### src/rtl/vga_pkg.sv
// vga_pkg: 640x480@60 timing constants and shared types
// for the VGA timing/output stage.
package vga_pkg;

  localparam int H_ACTIVE = 640;
  localparam int H_FP     = 16;
  localparam int H_SYNC   = 96;
  localparam int H_BP     = 48;
  localparam int V_ACTIVE = 480;
  localparam int V_FP     = 10;
  localparam int V_SYNC   = 2;
  localparam int V_BP     = 33;

  localparam int H_TOTAL =
    H_ACTIVE + H_FP + H_SYNC + H_BP;
  localparam int V_TOTAL =
    V_ACTIVE + V_FP + V_SYNC + V_BP;

  typedef logic [11:0] rgb_t;

  typedef struct packed {
    logic act;
    logic hs_n;
    logic vs_n;
  } sync_bundle_t;

  localparam sync_bundle_t SYNC_IDLE = '{
    act:  1'b0,
    hs_n: 1'b1,
    vs_n: 1'b1
  };

endpackage

### src/rtl/vga_if.sv
// vga_if: renderer address/data bundle plus
// the board connector pins.
interface vga_if;
  import vga_pkg::*;

  logic [9:0] h_addr;
  logic [9:0] v_addr;
  logic       pix_tick;
  logic       frame_start;
  rgb_t       vga_data;
  logic       vga_hs;
  logic       vga_vs;
  logic       vga_blank_n;
  logic [3:0] vga_r;
  logic [3:0] vga_g;
  logic [3:0] vga_b;

  modport master (
    output h_addr, v_addr,
    output pix_tick, frame_start,
    input  vga_data,
    output vga_hs, vga_vs, vga_blank_n,
    output vga_r, vga_g, vga_b
  );

  modport slave (
    input  h_addr, v_addr,
    input  pix_tick, frame_start,
    output vga_data,
    input  vga_hs, vga_vs, vga_blank_n,
    input  vga_r, vga_g, vga_b
  );

endinterface

### src/rtl/vga_sync_delay.sv
// vga_sync_delay: PIPE-deep tick-enabled shift register
// that aligns sync/blank with the renderer read latency.
module vga_sync_delay
  import vga_pkg::*;
#(
  parameter int PIPE = 1
) (
  input  logic         clock,
  input  logic         reset,
  input  logic         tick,
  input  sync_bundle_t din,
  output sync_bundle_t tap
);

  if (PIPE == 0) begin : g_bypass
    logic unused;
    assign unused = &{1'b0, clock, reset, tick};
    assign tap = din;
  end else begin : g_pipe
    sync_bundle_t stg [PIPE];

    always_ff @(posedge clock or negedge reset) begin
      if (!reset) begin
        for (int i = 0; i < PIPE; i++)
          stg[i] <= SYNC_IDLE;
      end else if (tick) begin
        stg[0] <= din;
        for (int i = 1; i < PIPE; i++)
          stg[i] <= stg[i-1];
      end
    end

    assign tap = stg[PIPE-1];
  end

endmodule

### src/rtl/vga_timing_out.sv
// vga_timing_out: VGA timing generator, renderer address
// source and latency-aligned pin output stage.
module vga_timing_out #(
  parameter int H_ACTIVE = vga_pkg::H_ACTIVE,
  parameter int H_FP     = vga_pkg::H_FP,
  parameter int H_SYNC   = vga_pkg::H_SYNC,
  parameter int H_BP     = vga_pkg::H_BP,
  parameter int V_ACTIVE = vga_pkg::V_ACTIVE,
  parameter int V_FP     = vga_pkg::V_FP,
  parameter int V_SYNC   = vga_pkg::V_SYNC,
  parameter int V_BP     = vga_pkg::V_BP,
  parameter int CLK_DIV  = 4,
  parameter int PIPE     = 1
) (
  input logic  clock,
  input logic  reset,
  vga_if.master bus
);
  import vga_pkg::*;

  localparam int HT =
    H_ACTIVE + H_FP + H_SYNC + H_BP;
  localparam int VT =
    V_ACTIVE + V_FP + V_SYNC + V_BP;

  localparam logic [9:0] H_VIS = 10'(H_ACTIVE);
  localparam logic [9:0] H_SS  = 10'(H_ACTIVE + H_FP);
  localparam logic [9:0] H_SE  =
    10'(H_ACTIVE + H_FP + H_SYNC);
  localparam logic [9:0] H_END = 10'(HT - 1);
  localparam logic [9:0] V_VIS = 10'(V_ACTIVE);
  localparam logic [9:0] V_SS  = 10'(V_ACTIVE + V_FP);
  localparam logic [9:0] V_SE  =
    10'(V_ACTIVE + V_FP + V_SYNC);
  localparam logic [9:0] V_END = 10'(VT - 1);

  localparam int DW =
    (CLK_DIV > 1) ? $clog2(CLK_DIV) : 1;
  localparam logic [DW-1:0] D_END = DW'(CLK_DIV - 1);

  logic [DW-1:0] div_cnt;
  logic [DW-1:0] div_nxt;
  logic          tick;
  logic [9:0]    h_cnt;
  logic [9:0]    v_cnt;
  logic          started;
  logic          fs_q;
  logic          h_wrap;
  logic          v_wrap;
  sync_bundle_t  dec;
  sync_bundle_t  tap;
  logic          hs_q;
  logic          vs_q;
  logic          blank_q;
  rgb_t          rgb_q;

  assign div_nxt =
    (div_cnt == D_END) ? '0 : div_cnt + 1'b1;

  always_ff @(posedge clock or negedge reset) begin
    if (!reset) begin
      div_cnt <= '0;
      tick    <= 1'b0;
    end else begin
      div_cnt <= div_nxt;
      tick    <= (div_nxt == D_END);
    end
  end

  assign h_wrap = (h_cnt == H_END);
  assign v_wrap = (v_cnt == V_END);

  // The first tick only arms the raster so that pixel
  // (0,0) gets a full period and a frame_start pulse.
  always_ff @(posedge clock or negedge reset) begin
    if (!reset) begin
      h_cnt   <= '0;
      v_cnt   <= '0;
      started <= 1'b0;
      fs_q    <= 1'b0;
    end else begin
      fs_q <= 1'b0;
      if (tick) begin
        if (!started) begin
          started <= 1'b1;
          fs_q    <= 1'b1;
        end else begin
          h_cnt <= h_wrap ? '0 : h_cnt + 10'd1;
          if (h_wrap)
            v_cnt <= v_wrap ? '0 : v_cnt + 10'd1;
          fs_q <= h_wrap && v_wrap;
        end
      end
    end
  end

  always_comb begin
    dec = SYNC_IDLE;
    if (started) begin
      dec.act  = (h_cnt < H_VIS) && (v_cnt < V_VIS);
      dec.hs_n = !((h_cnt >= H_SS) && (h_cnt < H_SE));
      dec.vs_n = !((v_cnt >= V_SS) && (v_cnt < V_SE));
    end
  end

  vga_sync_delay #(
    .PIPE(PIPE)
  ) u_delay (
    .clock (clock),
    .reset (reset),
    .tick  (tick),
    .din   (dec),
    .tap   (tap)
  );

  always_ff @(posedge clock or negedge reset) begin
    if (!reset) begin
      hs_q    <= 1'b1;
      vs_q    <= 1'b1;
      blank_q <= 1'b0;
      rgb_q   <= '0;
    end else if (tick) begin
      hs_q    <= tap.hs_n;
      vs_q    <= tap.vs_n;
      blank_q <= tap.act;
      rgb_q   <= tap.act ? bus.vga_data : '0;
    end
  end

  assign bus.h_addr = (h_cnt < H_VIS) ? h_cnt : '0;
  assign bus.v_addr = (v_cnt < V_VIS) ? v_cnt : '0;
  assign bus.pix_tick    = tick;
  assign bus.frame_start = fs_q;
  assign bus.vga_hs      = hs_q;
  assign bus.vga_vs      = vs_q;
  assign bus.vga_blank_n = blank_q;
  assign {bus.vga_r, bus.vga_g, bus.vga_b} = rgb_q;

endmodule

### src/flat_wrapper.sv
// flat-port wrapper written by rule: the top's interface ports become plain ports
module vga_timing_out_flat import vga_pkg::*;
#(
  parameter int H_ACTIVE = vga_pkg::H_ACTIVE,
  parameter int H_FP     = vga_pkg::H_FP,
  parameter int H_SYNC   = vga_pkg::H_SYNC,
  parameter int H_BP     = vga_pkg::H_BP,
  parameter int V_ACTIVE = vga_pkg::V_ACTIVE,
  parameter int V_FP     = vga_pkg::V_FP,
  parameter int V_SYNC   = vga_pkg::V_SYNC,
  parameter int V_BP     = vga_pkg::V_BP,
  parameter int CLK_DIV  = 4,
  parameter int PIPE     = 1
)
  (clock, reset, bus_h_addr, bus_v_addr, bus_pix_tick, bus_frame_start, bus_vga_data, bus_vga_hs, bus_vga_vs, bus_vga_blank_n, bus_vga_r, bus_vga_g, bus_vga_b);
  vga_if bus_i ();
  input logic clock;
  input logic reset;
  output wire logic [$bits(bus_i.h_addr)-1:0] bus_h_addr;
  output wire logic [$bits(bus_i.v_addr)-1:0] bus_v_addr;
  output wire logic [$bits(bus_i.pix_tick)-1:0] bus_pix_tick;
  output wire logic [$bits(bus_i.frame_start)-1:0] bus_frame_start;
  input wire logic [$bits(bus_i.vga_data)-1:0] bus_vga_data;
  output wire logic [$bits(bus_i.vga_hs)-1:0] bus_vga_hs;
  output wire logic [$bits(bus_i.vga_vs)-1:0] bus_vga_vs;
  output wire logic [$bits(bus_i.vga_blank_n)-1:0] bus_vga_blank_n;
  output wire logic [$bits(bus_i.vga_r)-1:0] bus_vga_r;
  output wire logic [$bits(bus_i.vga_g)-1:0] bus_vga_g;
  output wire logic [$bits(bus_i.vga_b)-1:0] bus_vga_b;
  assign bus_h_addr = bus_i.h_addr;
  assign bus_v_addr = bus_i.v_addr;
  assign bus_pix_tick = bus_i.pix_tick;
  assign bus_frame_start = bus_i.frame_start;
  assign bus_i.vga_data = bus_vga_data;
  assign bus_vga_hs = bus_i.vga_hs;
  assign bus_vga_vs = bus_i.vga_vs;
  assign bus_vga_blank_n = bus_i.vga_blank_n;
  assign bus_vga_r = bus_i.vga_r;
  assign bus_vga_g = bus_i.vga_g;
  assign bus_vga_b = bus_i.vga_b;
  vga_timing_out #(.H_ACTIVE(H_ACTIVE), .H_FP(H_FP), .H_SYNC(H_SYNC), .H_BP(H_BP), .V_ACTIVE(V_ACTIVE), .V_FP(V_FP), .V_SYNC(V_SYNC), .V_BP(V_BP), .CLK_DIV(CLK_DIV), .PIPE(PIPE)) u_core (.clock(clock), .reset(reset), .bus(bus_i));
endmodule
### config.mk
export PLATFORM = sky130hd
export DESIGN_NAME = vga_timing_out_flat
export DESIGN_NICKNAME = d
export VERILOG_FILES = /design/src/rtl/vga_pkg.sv /design/src/rtl/vga_if.sv /design/src/rtl/vga_sync_delay.sv /design/src/rtl/vga_timing_out.sv /design/src/flat_wrapper.sv
export SDC_FILE = /design/constraint.sdc
export NUM_CORES = 1
export LEC_CHECK = 0
export CAP_MARGIN = 30
export CORE_MARGIN = 1.5
export CORE_UTILIZATION = 40
export CTS_BUF_LIST = sky130_fd_sc_hd__clkbuf_2 sky130_fd_sc_hd__clkbuf_4 sky130_fd_sc_hd__clkbuf_8
export CTS_CLUSTER_SIZE = 25
export DETAILED_ROUTE_END_ITERATION = 8
export PLACE_DENSITY = 0.75
export RECOVER_POWER = 100
export SYNTH_ARGS = -nofsm -noshare
export SYNTH_HDL_FRONTEND = slang
export SYNTH_SLANG_ARGS = --single-unit
### constraint.sdc
create_clock -name clock -period 2.12 [get_ports clock]
set_input_delay 0.424 -clock clock [delete_from_list [all_inputs] [get_ports clock]]
set_output_delay 0.424 -clock clock [all_outputs]
set_load 0.02 [all_outputs]
# --- Word-level counts from Yosys, hierarchy flattened ---
# Cells that the tools add are included.
classes:
  add_sub_neg: 3
  order_cmp: 6
  n_eq_ne: 4
  n_mux: 9
  n_reduce_logical: 8
ops:
  columns: ["cell", "count"]
  rows:
  - ["2-to-1 mux 10 bit", 4]
  - ["adder 10 x 1 -> 10 bit, second input constant", 2]
  - ["== test 10 bit, second input constant", 2]
  - ["< comparator 10 bit, second input constant", 2]
  - ["< comparator 10 x 9 -> 1 bit, second input constant", 2]
  - ["2-to-1 mux 12 bit", 1]
  - [">= comparator 10 bit, second input constant", 1]
  - [">= comparator 10 x 9 -> 1 bit, second input constant", 1]
  - ["== test 2 bit, second input constant", 2]
  - ["logical AND 1 bit", 4]
  - ["2-to-1 mux 3 bit", 1]
  - ["AND reduction 3 bit", 1]
  - ["adder 2 x 1 -> 2 bit, second input constant", 1]
  - ["logical NOT 1 bit", 2]
  - ["2-to-1 mux 1 bit", 2]
  - ["2-to-1 mux 2 bit", 1]
  - ["AND reduction 2 bit", 1]
word_totals:
  ff_bits: 43
  input_bits: 14
  out_inout_bits: 37
  elab_cells: 43

# --- Logic depth before layout (Yosys ltp) ---
# Gate-level depths: netlist of run 1.
depth:
  ltp_word: 4
  mapped_depth: 6
  mapped_depth_nobuf: 5

# --- Hierarchy ---
# Synthesis of run 1 repeated with hierarchy kept, for this count alone.
hier_totals:
  hier_cells: 219
  area_unflattened_um2: 2158.3
modules_own_cells:
  columns: ["module", "n_inst", "cells_per_inst", "area_per_inst_um2", "seq_area_each_um2"]
  rows:
  - ["vga_timing_out", 1, 213, 2047.0, 1003.5]
  - ["vga_sync_delay", 1, 6, 111.4, 77.6]

# --- Least setup slack after synthesis of run 1 ---
# Ideal clock, no wire load.
synth_timing:
  path_kind: "register to register"
  start: "reg u_core.h_cnt[7]"
  end: "reg u_core.v_cnt[3]"
  setup_time_ps: 77
  arrival_ps: 2068
  required_ps: 2043
  setup_slack_ps: -26
  path_stages_with_launch: 6
  n_path_buf: 1
  period_less_slack_ps: 2146
  path_cell_list: "dfrtp_1 -> or4b_4 -> or4_1 -> buf_2 -> or3_1 -> a21oi_1"
synth_between:
  elab_chain_len: 2
synth_rtl:
  columns: ["item", "line", "source"]
  rows:
  - ["from (decl)", "vga_timing_out.sv:44", "logic [9:0] h_cnt;"]
  - ["from (signal assigned)", "vga_timing_out.sv:88", "h_cnt <= h_wrap ? '0 : h_cnt + 10'd1;"]
  - ["== test 10 bit", "vga_timing_out.sv:70", "assign h_wrap = (h_cnt == H_END);"]
  - ["AND reduction 3 bit (no source line)", null, null]
  - ["to (signal assigned)", "vga_timing_out.sv:90", "v_cnt <= v_wrap ? '0 : v_cnt + 10'd1;"]
  - ["to (decl)", "vga_timing_out.sv:45", "logic [9:0] v_cnt;"]
# Every way passes these cells.
# A chain may end at the register's enable or synchronous reset.

# --- Worst setup path in the final report of run 1 ---
layout_timing:
  start: "reg u_core.h_cnt[7]"
  end: "out bus_h_addr[7]"
layout_between:
  elab_chain_len: 2
layout_rtl:
  columns: ["item", "line", "source"]
  rows:
  - ["< comparator 10 bit", "vga_timing_out.sv:130", "assign bus.h_addr = (h_cnt < H_VIS) ? h_cnt : '0;"]
  - ["2-to-1 mux 10 bit (*)", "vga_timing_out.sv:130", null]
  - ["to (decl)", "flat_wrapper.sv:19", "output wire logic [$bits(bus_i.h_addr)-1:0] bus_h_addr;"]
# Every way passes the cells marked *; elsewhere a longest branch is shown, timed or not.

==> out/qor.log, run 1 <==
qor: timing.maxClockFrequency 491 MHz
qor: yosys.async_reset_ff_frac 1.00
qor: drt.drtPass1Iterations 4
qor: timing.worst_slew_margin_rel 0.309
qor: global_route.global_route_wire_length_before_repair 7200 µm
qor: yosys.synth_seq_area_share 0.513
qor: global_route.grt_pass1_vias 1,593
qor: worst_setup_path.worst-path-max-fanout 6
qor: timing.timing.clock.skew 9.25 ps
qor: worst_setup_path.timing.critical_path.slowest_cell_delay 660 ps
qor: worst_setup_path.crit_path_cell_chain buf_4 -> nor2b_1 -> dlygate4sd3_1
qor: worst_setup_path.worst_ep_arrival_time 1610 ps
qor: layout.syn_to_final_growth 34.4%
qor: clock_tree.cts-root-buf sky130_fd_sc_hd__clkbuf_8
qor: clock_tree.cts.sinks 43
qor: clock_tree.cts_inserted_buffers 5
qor: clock_tree.worstSkewPairLatency 300 ps
qor: yosys.ys_warn_count 0
qor: power.total_power 1.44 mW
qor: drt.vias 1,764
qor: layout.final_nets 306
qor: yosys.synth.top_cells.by_area sky130_fd_sc_hd__dfrtp_1 46%, sky130_fd_sc_hd__nand3_1 5.5%, sky130_fd_sc_hd__dfstp_2 5.0%, sky130_fd_sc_hd__o21ai_0 5.0%, sky130_fd_sc_hd__and2_1 4.5%
qor: power.power_per_cell_area 507 nW/µm²
qor: floorplan.die_h 75.6 µm
qor: yosys.number_of_flops_mapped_to_enable_cells_by_yosys 0
qor: run.cap_violations 0
qor: drt.wl_per_cell 12.7 µm
qor: place.dp.final_hpwl 3380 µm
qor: yosys.synth_area_leader_cell sky130_fd_sc_hd__dfrtp_1
qor: power.p_leak 1.31 nW
qor: power.worst_ir_drop_vdd 0.250 mV
qor: drt.ant_nets 0
qor: yosys.ys_dominant_reg_cell sky130_fd_sc_hd__dfrtp_1
qor: yosys.post-synth-top-area-fraction 0.463
qor: drt.routed_wire_length 4540 µm
qor: timing.slew_viol_final 0
qor: clock_tree.cts_hold_bufs 0
qor: timing.period_needed 2040 ps
qor: layout.drive_above_1_share 0.125
qor: timing.worst_hold_slack 388 ps
qor: outcome.status completed
qor: drt.detail_route.vias_per_cell 4.94
qor: hold_path.hp-class primary input to asynchronous set/reset pin
qor: global_route.grt.total_usage 0.169
qor: yosys.mean_syn_cell_area 9.57 µm²
qor: global_route.grt_max_degree 44
qor: layout.insertedDiodeCount 0
qor: timing.min_period_over_period 0.961
qor: timing.report.final.hold_viol_count 0
qor: place.buffer_ports.inserted 49
qor: worst_setup_path.slowest_stage sky130_fd_sc_hd__dlygate4sd3_1
qor: floorplan.floorplan.initialDensity 0.415
qor: timing.tightestPinTransition 1040 ps
qor: floorplan.io-pin-count 51
qor: worst_setup_path.worst_setup_path_start_kind flop
qor: worst_setup_path.crit_path_end_kind primary output
qor: floorplan.rows 26
qor: clock_tree.clk_pin_slew_worst_paths 80 ps
qor: clock_tree.post_cts_buffers 0
qor: place.gpl_wtd_cong 0.842
qor: yosys.synth.ff_latch_count 43
qor: drt.drc 0
qor: timing.setup_repair_after_global_routing_missed_its_margin no
qor: worst_setup_path.path_class flop to primary output
qor: floorplan.die-area 5710 µm²
qor: worst_setup_path.timing.critical_path.required 1700 ps
qor: yosys.number_of_nets_in_the_synthesized_netlist 240
qor: floorplan.dieWidth 75.6 µm
qor: global_route.antenna_found_initial 0
qor: clock_tree.cts_buffer_depth 2
qor: global_route.globalRouteOverflowTotal 0
qor: yosys.mappedNetlistArea 2110 µm²
qor: floorplan.area_of_the_placeable_core 5070 µm²
qor: timing.timing.final.setup_violations 0
qor: clock_tree.tritoncts done
qor: clock_tree.cts_htree_levels 2
qor: layout.final_util 0.558
qor: yosys.postSynthCellCount 220
qor: yosys.synth_cell_types 37
qor: drt.drtIter0Drc 103
critical path: cells and delay by family (launching register included):
family                 cells  cell delay [ps]
buffers and inverters      2              810
AND/OR/NAND/NOR            1              120
flip-flops                 1              380
routing by layer:
metal / global-route usage / share of wire / up-vias
met5: 0 / 0 / -
met4: 0.0615 / 0.0090 / 0
met3: 0.0437 / 0.063 / 4
met2: 0.287 / 0.47 / 49
met1: 0.207 / 0.46 / 834
li1: - / - / 877
state kept, by name, summed over array words and instances, names as in the netlist:
signal                  count
u_core.h_cnt               10
u_core.bus.frame_start      1
u_core.bus.vga_hs           1
u_core.u_delay.tap          3
u_core.bus.pix_tick         1
u_core.v_cnt               10
u_core.div_cnt              2
u_core.started              1
u_core.rgb_q               12
u_core.bus.vga_blank_n      1
u_core.bus.vga_vs           1
kinds of logic after synthesis:
group,count (synthesis),synth area share
muxes,3,0.0160
DFF,43,0.513
other,1,0.00178
adders and majority gates,6,0.0356
xor gates and xnor gates,10,0.0416
and+or+nand+nor,90,0.238
AOI/OAI and AO/OA,35,0.0921
buffers and inverters,32,0.0612
cell type report:
type                            count  area (µm²)
Fill cell                         483        2240
Sequential cell                    43        1080
Multi-Input combinational cell    145         902
Timing Repair Buffer               69         588
Tap cell                           70        87.6
Inverter                           22        82.6
Clock buffer                        6        76.3
Clock inverter                      2        12.5
what timing repair did:
item                                   4_1_cts  5_1_grt
pin swaps                                    0        1
setup endpoints to repair                   22       10
resized for setup                           20        9
gates cloned                                 0        0
endpoints found under the hold margin        0        0
where the power goes:
| part | internal (mW) | leakage, nW | switching (mW) |
|---|---|---|---|
| Clock | 0.243 | 0.0446 | 0.272 |
| Sequential | 0.832 | 0.524 | 0.00536 |
| Combinational | 0.0392 | 0.743 | 0.0445 |
| Total | 1.11 | 1.31 | 0.322 |
cell usage in the layout (no fill, tap or decap), types with 4 or more instances in the layout:
| master | n |
|---|---|
| sky130_fd_sc_hd__dfrtp_1 | 39 |
| sky130_fd_sc_hd__clkdlybuf4s15_1 | 5 |
| sky130_fd_sc_hd__dfstp_2 | 4 |
| sky130_fd_sc_hd__and2_0 | 5 |
| sky130_fd_sc_hd__and2_1 | 10 |
| sky130_fd_sc_hd__nand2_1 | 10 |
| sky130_fd_sc_hd__o21ai_0 | 21 |
| sky130_fd_sc_hd__nand4_1 | 5 |
| sky130_fd_sc_hd__clkbuf_1 | 6 |
| sky130_fd_sc_hd__ha_1 | 6 |
| sky130_fd_sc_hd__nor2_1 | 9 |
| sky130_fd_sc_hd__clkbuf_8 | 5 |
| sky130_fd_sc_hd__nand3_1 | 23 |
| sky130_fd_sc_hd__nor3_1 | 6 |
| sky130_fd_sc_hd__buf_4 | 13 |
| sky130_fd_sc_hd__clkdlybuf4s50_1 | 13 |
| sky130_fd_sc_hd__inv_1 | 22 |
| sky130_fd_sc_hd__dlygate4sd3_1 | 18 |
| sky130_fd_sc_hd__dlygate4sd2_1 | 10 |
| sky130_fd_sc_hd__a21oi_1 | 5 |
| sky130_fd_sc_hd__xor2_1 | 4 |
| sky130_fd_sc_hd__or3_1 | 5 |
| sky130_fd_sc_hd__xnor2_1 | 6 |
stage by stage:
step	instance area, µm²	setup WS (ps)	std cells	setup TNS [ps]
4_1_cts	2860	29.6	357	0
3_5_place_dp	2780	-51.2	349	-140
6_report	2830	83.4	357	0
2_1_floorplan	2110	-25.8	220	-77.5
3_3_place_gp	2780	-16.8	349	-38.1
5_1_grt	2830	0.956	357	0
cell usage after synthesis (2+ instances only):
library cell and n:
sky130_fd_sc_hd__dfrtp_1 39, sky130_fd_sc_hd__nand3_1 23, sky130_fd_sc_hd__inv_1 22, sky130_fd_sc_hd__o21ai_0 21, sky130_fd_sc_hd__and2_1 15, sky130_fd_sc_hd__nand2_1 10
sky130_fd_sc_hd__nor2_1 10, sky130_fd_sc_hd__clkbuf_1 6, sky130_fd_sc_hd__ha_1 6, sky130_fd_sc_hd__nor3_1 6, sky130_fd_sc_hd__xnor2_1 6, sky130_fd_sc_hd__a21oi_1 5
sky130_fd_sc_hd__nand4_1 5, sky130_fd_sc_hd__or3_1 5, sky130_fd_sc_hd__dfstp_2 4, sky130_fd_sc_hd__xor2_1 4, sky130_fd_sc_hd__and4_1 3, sky130_fd_sc_hd__mux2_2 3
sky130_fd_sc_hd__nor2b_1 3, sky130_fd_sc_hd__a31oi_1 2, sky130_fd_sc_hd__and3_1 2, sky130_fd_sc_hd__and4b_1 2, sky130_fd_sc_hd__buf_4 2, sky130_fd_sc_hd__o21a_1 2
sky130_fd_sc_hd__o21ai_1 2
final timing paths:
kind,cells after the start,from,slack (ps),to
worst max-delay path,3,u_core.h_cnt[7],80,bus_h_addr[7]
worst min-delay path,2,reset,390,u_core.bus.pix_tick
worst max register to register,4,u_core.h_cnt[7],130,u_core.v_cnt[3]
worst min register to register,1,u_core.div_cnt[0],470,u_core.div_cnt[0]
max in group asynchronous,2,reset,1100,u_core.v_cnt[6]
min in group clock,1,u_core.div_cnt[0],470,u_core.div_cnt[0]
Note: power is estimated with default switching activity, not from simulation.
==> run 2, diff against run 1 <==
CORE_MARGIN = unset   (was 1.5)
CTS_CLUSTER_DIAMETER = 100   (was unset)
REMOVE_ABC_BUFFERS = 1   (was unset)
==> run 2 against run 1 <==
  * Combinational power is 0.6% higher
  * Maximum frequency is 1.2% higher
  * Core utilization is 0.49 points higher
  * Highest routed layer unchanged
  * Largest power group unchanged
  * Critical path depth is 1 higher
==> out/qor.log, run 2 (synthesized netlist as in run 1, its figures left out) <==
qor: outcome.status completed
qor: floorplan.floorplan.initialDensity 0.415
qor: global_route.grt.total_usage 0.169
qor: drt.ant_nets 0
qor: worst_setup_path.worst_setup_path_start_kind flop
qor: clock_tree.post_cts_buffers 0
qor: power.total_switching_power 0.314 mW
qor: place.dp.final_hpwl 3260 µm
qor: run.cap_violations 0
qor: drt.detail_route.vias_per_cell 4.85
qor: worst_setup_path.path_class flop to flop
qor: layout.largest_register_ffs 12
qor: floorplan.die-area 5560 µm²
qor: floorplan.dieWidth 74.6 µm
qor: layout.final_util 0.563
qor: timing.timing.final.setup_violations 0
qor: clock_tree.cts_inserted_buffers 5
qor: layout.layout.cells.most_common sky130_fd_sc_hd__dfrtp_1
qor: floorplan.io-pin-count 51
qor: layout.largest_register u_core.rgb_q
qor: clock_tree.cts-root-buf sky130_fd_sc_hd__clkbuf_8
qor: drt.drtPass1Iterations 4
qor: worst_setup_path.worst-path-max-fanout 9
qor: layout.layout_top_registers u_core.rgb_q (12), u_core.h_cnt (10), u_core.v_cnt (10)
qor: place.postPlaceCellArea 2790 µm²
qor: power.combinationalPowerShare 0.057
qor: power.switching_share 0.212
qor: power.p_int 1.17 mW
qor: worst_setup_path.crit_path_end_kind flop
qor: layout.post-route-cell-area 2860 µm²
qor: worst_setup_path.timing.critical_path.required 2340 ps
qor: global_route.globalRouteOverflowTotal 0
qor: layout.drive_above_1_share 0.122
qor: layout.insertedDiodeCount 0
qor: clock_tree.cts_hold_bufs 0
qor: timing.timing.final.ws_setup 108 ps
qor: floorplan.rows 26
qor: timing.worst_slew_margin_rel 0.318
qor: global_route.grt_max_degree 30
qor: power.power.clock.fraction 0.379
qor: clock_tree.cts.sinks 43
qor: power.sequentialPowerShare 0.565
qor: clock_tree.cts_htree_levels 2
qor: place.gpl_wtd_cong 0.802
qor: layout.mostFrequentLayoutCells 39 x sky130_fd_sc_hd__dfrtp_1, 23 x sky130_fd_sc_hd__nand3_1, 22 x sky130_fd_sc_hd__inv_1
qor: global_route.antenna_found_initial 0
qor: timing.period_needed 2010 ps
qor: global_route.global_route_wire_length_before_repair 7270 µm
qor: drt.wl_per_cell 12.2 µm
qor: timing.timing.clock.skew 2.86 ps
qor: floorplan.die_h 74.6 µm
qor: drt.vias 1,736
qor: layout.final_nets 307
qor: timing.min_period_over_period 0.949
qor: drt.routed_wire_length 4370 µm
qor: drt.drtIter0Drc 77
qor: timing.slew_viol_final 0
qor: timing.report.final.hold_viol_count 0
qor: timing.tightestPinTransition 1020 ps
qor: hold_path.hp-class primary input to asynchronous set/reset pin
qor: clock_tree.worstSkewPairLatency 280 ps
qor: global_route.grt_pass1_vias 1,577
qor: floorplan.area_of_the_placeable_core 5070 µm²
qor: power.worst_ir_drop_vdd 0.255 mV
qor: timing.worst_hold_slack 283 ps
qor: timing.maxClockFrequency 497 MHz
qor: layout.n_fill_cell 487
qor: timing.fin_setup_tns 0 ps
qor: clock_tree.tritoncts done
qor: place.buffer_ports.inserted 49
qor: power.power_per_cell_area 519 nW/µm²
qor: worst_setup_path.worst_ep_arrival_time 2230 ps
qor: clock_tree.clk_pin_slew_worst_paths 80 ps
qor: timing.setup_repair_after_global_routing_missed_its_margin no
qor: power.p_leak 1.31 nW
qor: clock_tree.cts_buffer_depth 2
qor: place.dpl_worst_slack -93.0 ps
qor: layout.syn_to_final_growth 35.6%
qor: drt.drc 0
## run 2: stage by stage
| stage | cells | power, mW |
|---|---|---|
| final | 358 | 1.48 |
| after detailed placement | 350 | 0.945 |
| after global placement | 350 | 0.944 |
| after CTS | 358 | 1.51 |
| after floorplan | 210 | 0.877 |
| after global routing | 358 | 1.54 |
## run 2: layer usage
layer / share of wire / track usage
met5: 0 / 0
met2: 0.46 / 0.274
met1: 0.49 / 0.233
met4: 0.0032 / 0.0377
met3: 0.054 / 0.0366
## run 2: power groups by stage
| stage | clock network [mW] | registers, mW | logic [mW] |
|---|---|---|---|
| after floorplan | 0 | 0.868 | 0.00880 |
| after global placement | 0 | 0.853 | 0.0909 |
| after detailed placement | 0 | 0.853 | 0.0918 |
| after CTS | 0.578 | 0.837 | 0.0922 |
| after global routing | 0.614 | 0.838 | 0.0932 |
| final | 0.561 | 0.836 | 0.0842 |
## run 2: critical path, cell delays in order (launching register included)
cell and delay [ps]:
sky130_fd_sc_hd__dfrtp_1 380, sky130_fd_sc_hd__or4b_1 550, sky130_fd_sc_hd__or4_4 490, sky130_fd_sc_hd__or3_4 400
sky130_fd_sc_hd__a21oi_2 140
## run 2: timing repair
action,in CTS,in global routing
pin swaps,0,1
gates resized for setup,18,11
setup endpoints to repair,21,11
## run 2: cell type report
cell class                      instances  area (µm²)  area share
Sequential cell                        43        1080       0.379
Multi-Input combinational cell        145         907       0.318
Timing Repair Buffer                   70         593       0.208
Clock buffer                            7        96.3      0.0337
Tap cell                               70        87.6      0.0307
Inverter                               22        82.6      0.0289
Clock inverter                          1        7.51     0.00263
## run 2: worst paths after layout
path | startpoint | to | slack (ps) | cells after the start
worst max register to register | u_core.h_cnt[7] | u_core.v_cnt[9] | 110 | 4
worst min register to register | u_core.div_cnt[0] | u_core.div_cnt[0] | 470 | 1
worst min-delay path | reset | u_core.div_cnt[0] | 280 | 1
worst max-delay path | u_core.h_cnt[7] | u_core.v_cnt[9] | 110 | 4
min in group clock | u_core.div_cnt[0] | u_core.div_cnt[0] | 470 | 1
max in group asynchronous | reset | u_core.u_delay.tap[2] | 650 | 2
